===== src/rtl/matrix_serializer_if.sv =====
`default_nettype none
// +----------------------------------------------------------------------+
// | matrix_serializer_if                                                  |
// | Load/stream handshake bundle for the matrix serializer.               |
// | Rev 1.0                                                               |
// +----------------------------------------------------------------------+
interface matrix_serializer_if #(
    parameter int IN_BITS = 8,
    parameter int SIZE    = 3
);
    localparam int IDX_W = $clog2(SIZE);

    logic [SIZE-1:0][SIZE-1:0][IN_BITS-1:0] in_mat;
    logic                                   in_valid;
    logic                                   in_ready;
    logic [IN_BITS-1:0]                     out_data;
    logic [IDX_W-1:0]                       out_row;
    logic [IDX_W-1:0]                       out_col;
    logic                                   out_valid;
    logic                                   out_ready;
    logic                                   out_last;
    logic                                   done;

    modport master (
        output in_mat, in_valid, out_ready,
        input  in_ready, out_data, out_row, out_col, out_valid, out_last, done
    );

    modport slave (
        input  in_mat, in_valid, out_ready,
        output in_ready, out_data, out_row, out_col, out_valid, out_last, done
    );
endinterface
`default_nettype wire


===== src/rtl/matrix_serializer.sv =====
`default_nettype none
// +----------------------------------------------------------------------+
// | matrix_serializer                                                     |
// | Captures a SIZE x SIZE matrix and streams it element by element,      |
// | highest row/column first.                                             |
// | Rev 1.0                                                               |
// +----------------------------------------------------------------------+
module matrix_serializer #(
    parameter int IN_BITS = 8,
    parameter int SIZE    = 3
) (
    input  logic                  clk,
    input  logic                  rst,
    matrix_serializer_if.slave    bus
);
    localparam int                IDX_W    = $clog2(SIZE);
    localparam logic [IDX_W-1:0]  LAST_IDX = IDX_W'(SIZE - 1);

    localparam logic [0:0] ST_IDLE = 1'b0;
    localparam logic [0:0] ST_SEND = 1'b1;

    logic [0:0]                             state_q, state_d;
    logic [SIZE-1:0][SIZE-1:0][IN_BITS-1:0] mat_q, mat_d;
    logic [IDX_W-1:0]                       row_q, row_d;
    logic [IDX_W-1:0]                       col_q, col_d;
    logic                                   done_q, done_d;

    logic w_load;
    logic w_xfer;
    logic w_last;

    always_comb begin
        w_load  = (state_q == ST_IDLE) && bus.in_valid;
        w_xfer  = (state_q == ST_SEND) && bus.out_ready;
        w_last  = (state_q == ST_SEND) && (row_q == '0) && (col_q == '0);

        state_d = state_q;
        mat_d   = mat_q;
        row_d   = row_q;
        col_d   = col_q;
        done_d  = 1'b0;

        if (w_load) begin
            mat_d   = bus.in_mat;
            row_d   = LAST_IDX;
            col_d   = LAST_IDX;
            state_d = ST_SEND;
        end else if (w_xfer) begin
            if (w_last) begin
                state_d = ST_IDLE;
                done_d  = 1'b1;
            end else if (col_q == '0) begin
                col_d = LAST_IDX;
                row_d = row_q - 1'b1;
            end else begin
                col_d = col_q - 1'b1;
            end
        end
    end

    always_ff @(posedge clk or negedge rst) begin
        if (!rst) begin
            state_q <= ST_IDLE;
            mat_q   <= '0;
            row_q   <= '0;
            col_q   <= '0;
            done_q  <= 1'b0;
        end else begin
            state_q <= state_d;
            mat_q   <= mat_d;
            row_q   <= row_d;
            col_q   <= col_d;
            done_q  <= done_d;
        end
    end

    // Data is gated so idle cycles never expose the stale last element.
    assign bus.in_ready  = (state_q == ST_IDLE);
    assign bus.out_valid = (state_q == ST_SEND);
    assign bus.out_data  = (state_q == ST_SEND) ? mat_q[row_q][col_q] : '0;
    assign bus.out_row   = row_q;
    assign bus.out_col   = col_q;
    assign bus.out_last  = w_last;
    assign bus.done      = done_q;
endmodule
`default_nettype wire


===== src/flat_wrapper.sv =====
// flat-port wrapper written by rule: the top's interface ports become plain ports
module matrix_serializer_flat 
#(
    parameter int IN_BITS = 8,
    parameter int SIZE    = 3
)
  (clk, rst, bus_in_mat, bus_in_valid, bus_out_ready, bus_in_ready, bus_out_data, bus_out_row, bus_out_col, bus_out_valid, bus_out_last, bus_done);
  matrix_serializer_if #(.IN_BITS(IN_BITS), .SIZE(SIZE)) bus_i ();
  input  logic clk;
  input  logic rst;
  input wire logic [$bits(bus_i.in_mat)-1:0] bus_in_mat;
  input wire logic [$bits(bus_i.in_valid)-1:0] bus_in_valid;
  input wire logic [$bits(bus_i.out_ready)-1:0] bus_out_ready;
  output wire logic [$bits(bus_i.in_ready)-1:0] bus_in_ready;
  output wire logic [$bits(bus_i.out_data)-1:0] bus_out_data;
  output wire logic [$bits(bus_i.out_row)-1:0] bus_out_row;
  output wire logic [$bits(bus_i.out_col)-1:0] bus_out_col;
  output wire logic [$bits(bus_i.out_valid)-1:0] bus_out_valid;
  output wire logic [$bits(bus_i.out_last)-1:0] bus_out_last;
  output wire logic [$bits(bus_i.done)-1:0] bus_done;
  assign bus_i.in_mat = bus_in_mat;
  assign bus_i.in_valid = bus_in_valid;
  assign bus_i.out_ready = bus_out_ready;
  assign bus_in_ready = bus_i.in_ready;
  assign bus_out_data = bus_i.out_data;
  assign bus_out_row = bus_i.out_row;
  assign bus_out_col = bus_i.out_col;
  assign bus_out_valid = bus_i.out_valid;
  assign bus_out_last = bus_i.out_last;
  assign bus_done = bus_i.done;
  matrix_serializer #(.IN_BITS(IN_BITS), .SIZE(SIZE)) u_core (.clk(clk), .rst(rst), .bus(bus_i));
endmodule

===== config.mk =====
export PLATFORM = sky130hd
export DESIGN_NAME = matrix_serializer_flat
export DESIGN_NICKNAME = d
export VERILOG_FILES = /design/src/rtl/matrix_serializer_if.sv /design/src/rtl/matrix_serializer.sv /design/src/flat_wrapper.sv
export SDC_FILE = /design/constraint.sdc
export NUM_CORES = 1
export LEC_CHECK = 0
export CORE_MARGIN = 4
export CORE_UTILIZATION = 46
export CTS_BUF_LIST = sky130_fd_sc_hd__clkbuf_2
export CTS_CLUSTER_DIAMETER = 150
export CTS_CLUSTER_SIZE = 8
export DETAILED_ROUTE_END_ITERATION = 10
export PLACE_DENSITY = 0.9
export SLEW_MARGIN = 40
export SYNTH_ARGS = -nofsm -noshare
export SYNTH_HDL_FRONTEND = slang
export SYNTH_SLANG_ARGS = --single-unit
export TNS_END_PERCENT = 20

===== constraint.sdc =====
create_clock -name clk -period 1.5 [get_ports clk]
set_input_delay 0.3 -clock clk [delete_from_list [all_inputs] [get_ports clk]]
set_output_delay 0.3 -clock clk [all_outputs]
set_load 0.02 [all_outputs]

* Word level (Yosys, flattened, before mapping)
Cells that the tools add are included.
W data, S select, Z words.
** Word-level totals
- Word-level logic and storage cells :: 50
- Input bits :: 76
- Flip-flop bits (word level) :: 78
- Output and inout port bits :: 16
** Cells by class
- Bitwise gates (word level) :: 1
- Reduce and logical (&&, ||, !) cells :: 12
- Order comparisons :: 2
- Add/subtract/negate cells :: 2
- Mux-type cells :: 19
- Equality and inequality tests :: 1
** Operator list (count)
- $bmux W24 S2 :: 1
- $mux W24 :: 1
- $bmux W8 S2 :: 1
- $mux W2 :: 8
- $mux W8 :: 2
- $lt A2 B3 Y1 const B :: 2
- $mux W1 :: 6
- $reduce_bool A2 Y1 :: 3
- $logic_and A1 B1 Y1 :: 4
- $logic_not A2 Y1 :: 2
- $reduce_and A2 Y1 :: 2
- $sub A2 B1 Y2 const B :: 2
- $reduce_and A3 Y1 :: 1
- $ne A2 B1 Y1 const B :: 1
- $not A1 Y1 :: 1

* Longest topological paths before layout
Gate-level depths: netlist of the first run.
- Word-level depth :: 6
- Gate-level depth with buffers :: 7
- Depth with buffers taken out :: 5

* Least setup slack after synthesis of the first run
No wires, ideal clock.
- Path type :: register to output
- From :: register u_core.col_q[0] (netlist: u_core.bus.out_col[0])
- To :: output bus_out_data[0]
- Arrival :: 1.470 ns
- Cell stages (with the launch flop) :: 6
- Path buffers :: 2
- Data required time :: 1.200 ns
- Setup slack :: -0.270 ns
- Path through :: dfrtp_1 -> buf_6 -> buf_8 -> mux2i_1 -> o22ai_1 -> o311a_1
** Between the ends
- Cells in the longest elaborated chain, start to end :: 3
** RTL lines
- from (decl) :: RTL line matrix_serializer.sv:25 : logic [IDX_W-1:0] col_q, col_d;
- from (signal assigned) :: RTL line matrix_serializer.sv:72 : col_q <= col_d;
- $bmux W8 S2 :: RTL line matrix_serializer.sv:80 : assign bus.out_data = (state_q == ST_SEND) ? mat_q[row_q][col_q] : '0;
- $mux W8 (implied by the code) :: RTL line matrix_serializer.sv:80
- $mux W8 :: RTL line matrix_serializer.sv:80
- to (decl) :: RTL line flat_wrapper.sv:15 : output wire logic [$bits(bus_i.out_data)-1:0] bus_out_data;
Every way passes these cells. The select of a mux whose other input is x is not followed.

* Final worst setup path of the first run
- From :: register u_core.col_q[0] (netlist: u_core.bus.out_col[0])
- To :: output bus_out_data[3]
The elaborated chain is that of the path after synthesis.

==> impl_metrics.toml, run 1 <==
[outcome]
status = "complete, but fails checks"
violations = "setup timing"

[synth]
syn_area_um2 = 3700
ys.warnings.count = 0
syn_area_per_cell_um2 = 14.1
netlist_instances = 263
synth_edf_count = 0
ys_ff_latch = 78
synth_nets = 342
synth-async-reset-ratio = 1.00
ys_types = 34
synthFlopType = "dfrtp_1"
ys_seq_area_frac = 0.527

[routing]
first_pass_iters = 4
drt_iter0_drc = 173
route.detailed.drc = 0
dr_total_vias = 2802
ant_nets = 0
routed_wl_um = 11300
viasPerCell = 5.65
wire_per_inst_um = 22.8

[clock_network]
cts_root_buf = "clkbuf_2"
clk_pin_slew_worst_paths_ns = 0.25
cts_buffer_depth = 2
cts-htree-levels = 3
cts_tree = "built"
clk_latency_ns = 0.55
clkSinkCount = 78
cts_made_buffers = 9

[pwr]
total_power_mw = 12.8
power_density_nw_per_um2 = 2220
irDropWorstVdd_uv = 1210
p_leak_nw = 2.48

[setup_path]
startpoint_type = "flip-flop"
crit_path_max_incr_delay_ns = 0.58
path_cells = "buf_8 -> mux2i_1 -> nor3_1 -> o311a_4 -> buf_6"
cp_max_fo = 8
path_class = "flip-flop to primary output"
cp.required_ns = 1.20
end_kind = "primary output"
crit_family = "flip-flops"
timing.rr.start = "u_core.bus.out_row[0]$_DFFE_PN0P_"
path_buf_inv = 2
reg2reg_slack_ns = -0.23
cp_slowest_cell = "dfrtp_2"
crit_path_start = "u_core.bus.out_col[0]$_DFFE_PN0P_"
worstPathArrival_ns = 2.24

[final_layout]
mostFrequentLayoutCells = "clkdlybuf4s50_1, dfrtp_1, mux2_4"
layout.cells.non_filler = 496
area_growth_pct = 55.9
drive_gt1_frac = 0.442
antenna_cells = 0
finish.utilization = 0.744
finalInstanceArea_um2 = 5780
layout.nets = 468

[place]
gp_congestion = 0.775
hpwl_um = 6720
port_buffers = 91
placed_area_um2 = 4980
placed_cells = 461

[timing]
worstMarginPinSlew_ns = 0.379
maxSlewViolCount = 0
finalSetupTns_ns = -19.82
rsz0062_at_grt = "yes"
finalCritPeriodShare = 1.69
setup_violations = 91
fmax_ghz = 0.394
hold_viol = 0
finalWorstSetupSlack_ns = -1.04
finalCriticalPeriod_ns = 2.54
fin_skew_ns = 0.0413
slew_headroom = 0.747

[min_path]
hp-class = "primary input to asynchronous set/reset pin"

[run]
drv_cap = 0

[floorplan]
die_h_um = 97.7
core.rowCount = 32
num_io_pins = 92
core_area_um2 = 7770
initial_utilization = 0.477
design.die.area_um2 = 9550
die_x_um = 97.7

[global_routing]
antenna_found_initial = 0
grt_pass1_vias = 3127
grt_max_degree = 30
grt_overflow = 0
grt_pass1_wl_um = 16500
grt_usage = 0.221
## cell type report
cell class | instances | area [um2]
flip-flops and latches | 78 | 1960
repair buffers | 133 | 1530
multi-input cells | 162 | 2000
clock buffers | 10 | 50.0
clock inverters | 6 | 86.3
inverters | 5 | 26.3
well taps | 102 | 128
fillers | 460 | 1990
## worst reg2reg max path, cell delays in order, from the launching register on
cell and delay [ns]:
dfrtp_2 0.49, buf_6 0.13, inv_2 0.05, ha_4 0.17, buf_4 0.13, nand4b_1 0.28
xnor2_1 0.21, nor2_1 0.20
## cells by family (layout without fill, tap and decap cells)
family	Yosys count	count (layout)	share of synthesized area
multiplexers	104	104	0.316
AND/OR/NAND/NOR	25	25	0.0378
XOR/XNOR	1	1	0.00237
AO/OA/AOI/OAI	29	29	0.0652
adder cells (fa/ha/maj)	3	3	0.0101
flip-flops	78	78	0.527
buffers and inverters	23	154	0.0412
## cells in the mapped netlist, drive strengths merged, types with 2 or more instances
| library cell | n | share of area |
|---|---|---|
| ha | 3 | 0.010 |
| nor2 | 6 | 0.0068 |
| buf | 16 | 0.032 |
| a221o | 8 | 0.022 |
| o21ai | 2 | 0.0027 |
| o311a | 8 | 0.022 |
| mux2 | 80 | 0.25 |
| nand2 | 4 | 0.0041 |
| mux2i | 24 | 0.065 |
| nor3 | 8 | 0.011 |
| dfrtp | 78 | 0.53 |
| inv | 5 | 0.0051 |
| o22ai | 8 | 0.014 |
## stage by stage
step / worst slack, ns / hold slack (ns)
6_report: -1.04 / 0.164
4_1_cts: -0.984 / 0.171
5_1_grt: -1.10 / 0.144
3_3_place_gp: -0.724 / 0.243
2_1_floorplan: -0.162 / 0.00441
3_5_place_dp: -0.752 / 0.242
## sequential cells by signal (all words and copies together), names as in the netlist
register	cells
u_core.bus.done	1
u_core.bus.out_col	2
u_core.bus.out_row	2
u_core.bus.out_valid	1
u_core.mat_q	72
## power by group
group | leakage (nW) | internal (mW) | switching, mW
logic | 1.47 | 4.43 | 3.04
clock network | 0.0819 | 0.554 | 0.776
registers | 0.935 | 3.15 | 0.845
total | 2.48 | 8.13 | 4.66
## final timing paths
path | end | cells past startpoint
hold / removal | u_core.bus.out_col[1]$_DFFE_PN0P_ | 2
hold reg to reg | u_core.mat_q[1]$_DFFE_PN0P_ | 1
min in group clk | u_core.mat_q[1]$_DFFE_PN0P_ | 2
setup reg to reg | u_core.bus.out_row[0]$_DFFE_PN0P_ | 7
setup / recovery | bus_out_data[3] | 5
max in group asynchronous | u_core.mat_q[35]$_DFFE_PN0P_ | 3
## routing by layer
metal  global-route usage  part of all wire
met1                0.271              0.40
met2                0.382              0.52
met3               0.0586             0.054
met4               0.0703             0.024
met5                    0                 0
## timing repair
item	in CTS	in global routing
endpoints found under the hold margin	66	0
hold buffers	1	0
endpoints found under the setup margin	86	92
resized for setup	137	53
pin swaps	13	15
gates cloned	5	2
setup buffers	14	3
(Power assumes the default switching activity.)
==> inputs of run 2 (changes only) <==
- clock period: 1.5 -> 2.1 ns (I/O delays scaled with it)
==> impl_metrics.toml, run 2 (synthesized netlist as in run 1, its figures left out) <==
[outcome]
status = "complete, but fails checks"
violations = "setup timing"

[routing]
ant_nets = 0
dr_total_vias = 2589
viasPerCell = 5.47
first_pass_iters = 4
drt_iter0_drc = 124
wire_per_inst_um = 18.8
route.detailed.drc = 0
routed_wl_um = 8880

[clock_network]
cts_root_buf = "clkbuf_2"
clk_pin_slew_worst_paths_ns = 0.23
clk_latency_ns = 0.52
cts_buffer_depth = 2
cts_tree = "built"
clkSinkCount = 78
cts-htree-levels = 3
cts_made_buffers = 9

[setup_path]
end_kind = "primary output"
worstSetupPathDepth = 5
cp_slowest_cell = "dfrtp_2"
cp.required_ns = 1.68
worstPathArrival_ns = 2.07
reg2reg_slack_ns = 0.46
cp_max_fo = 6
crit_family = "flip-flops"
timing.rr.start = "u_core.bus.out_valid$_DFFE_PN0P_"
startpoint_type = "flip-flop"
path_cells = "buf_12 -> mux2_4 -> a221o_1 -> o311a_1 -> buf_6"
crit_path_start = "u_core.bus.out_row[1]$_DFFE_PN0P_"
path_class = "flip-flop to primary output"
crit_path_max_incr_delay_ns = 0.50
r2r_end = "u_core.mat_q[14]$_DFFE_PN0P_"
reg2reg_depth = 4
path_buf_inv = 2
endpoint = "bus_out_data[2]"

[timing]
finalWorstSetupSlack_ns = -0.392
slew_headroom = 0.643
hold_viol = 0
maxSlewViolCount = 0
whs_ns = 0.382
finalCritPeriodShare = 1.19
fin_skew_ns = 0.0181
rsz0062_at_grt = "yes"
setup_violations = 9
worstMarginPinSlew_ns = 0.536
fmax_ghz = 0.401
finalCriticalPeriod_ns = 2.49

[global_routing]
grt_pass1_vias = 2819
grt_pass1_wl_um = 14300
antenna_found_initial = 0
grt_overflow = 0
grt_usage = 0.193
grt_max_degree = 52

[final_layout]
antenna_cells = 0
nFillCells = 587
largest_register_ffs = 72
layout_commonest_cell = "dfrtp_1"
seq_area_um2 = 1950
layout.nets = 445
multi_input_area_um2 = 1630
top_register = "u_core.mat_q"
mostFrequentLayoutCells = "dfrtp_1, clkdlybuf4s50_1, mux2_1"
area_growth_pct = 35.2
finish.utilization = 0.645
drive_gt1_frac = 0.199

[pwr]
combPwrFrac = 0.502
irDropWorstVdd_uv = 631
p_leak_nw = 2.17
switching_power_mw = 2.72
total_power_mw = 7.39
sequentialPowerShare = 0.370
p_int_mw = 4.67
power.share.clock = 0.128
switching_share = 0.368
power_density_nw_per_um2 = 1480

[floorplan]
die_x_um = 97.7
design.die.area_um2 = 9550
core.rowCount = 32
num_io_pins = 92
die_h_um = 97.7
initial_utilization = 0.477
core_area_um2 = 7770

[run]
drv_cap = 0

[place]
port_buffers = 91
gp_congestion = 0.976
hpwl_um = 6630

[min_path]
hp-class = "primary input to asynchronous set/reset pin"
run 2: cell types whose count changed in the layout (fill, tap and decap cells not counted), moves of 5 or more:
cell / delta
buf_12: -5
buf_4: -6
buf_6: -9
dlygate4sd2_1: +5
mux2_1: +39
mux2_4: -39
mux2i_1: +10
mux2i_2: -6
o22ai_1: +5
o22ai_2: -5
o311a_1: +8
o311a_4: -8
run 2: area by class of cell:
class | instances | share of cell area
Clock buffer | 9 | 0.00900
Clock inverter | 7 | 0.0192
Inverter | 5 | 0.00375
Multi-Input combinational cell | 162 | 0.326
Sequential cell | 78 | 0.390
Tap cell | 102 | 0.0255
Timing Repair Buffer | 110 | 0.226
run 2: how the worst min path moves through the flow:
stage               startpoint                            to  cells past startpoint
finish                     rst   u_core.mat_q[7]$_DFFE_PN0P_                      2
global placement           rst   u_core.mat_q[8]$_DFFE_PN0P_                      1
floorplan                  rst     u_core.bus.done$_DFF_PN0_                      0
detailed placement         rst   u_core.mat_q[2]$_DFFE_PN0P_                      1
CTS                        rst  u_core.mat_q[10]$_DFFE_PN0P_                      2
global route               rst   u_core.mat_q[7]$_DFFE_PN0P_                      2
run 2: routing by layer:
metal / share of wire / vias up / track usage
met3: 0.088 / 20 / 0.0500
met1: 0.40 / 1282 / 0.249
met5: 0 / - / 0
met4: 0.018 / 0 / 0.0724
met2: 0.49 / 103 / 0.314
li1: - / 1184 / -
run 2: power by group through the flow:
stage | clock [mW] | combinational (mW) | sequential (mW)
after floorplan | 0 | 2.32 | 2.60
after global routing | 1.04 | 3.99 | 2.82
final | 0.943 | 3.71 | 2.74
after detailed placement | 0 | 3.56 | 2.76
after global placement | 0 | 3.45 | 2.72
after CTS | 0.968 | 3.69 | 2.73
run 2: repair_timing:
item                       in CTS  in global routing
pin swaps                       9                  0
gates cloned                    1                  0
hold endpoints to repair       41                  0
buffers inserted                1                  0
setup endpoints to repair      15                 10
hold buffers                    1                  0
gates resized for setup        66                  7
run 2: metrics by stage:
step	cells	cell area, um2	TNS, ns	worst slack (ns)
after floorplan	263	3700	0	0.210
after global placement	454	4800	-1.76	-0.241
after detailed placement	454	4800	-2.05	-0.294
after CTS	473	4990	-3.79	-0.455
after global routing	473	5010	-4.20	-0.503
final	473	5010	-3.22	-0.392
run 2: worst reg2reg max path, cell delays in order, from the launching register on:
cell and delay [ns]:
dfrtp_2 0.54, buf_4 0.19, nor2b_4 0.14, buf_4 0.31, mux2_1 0.38
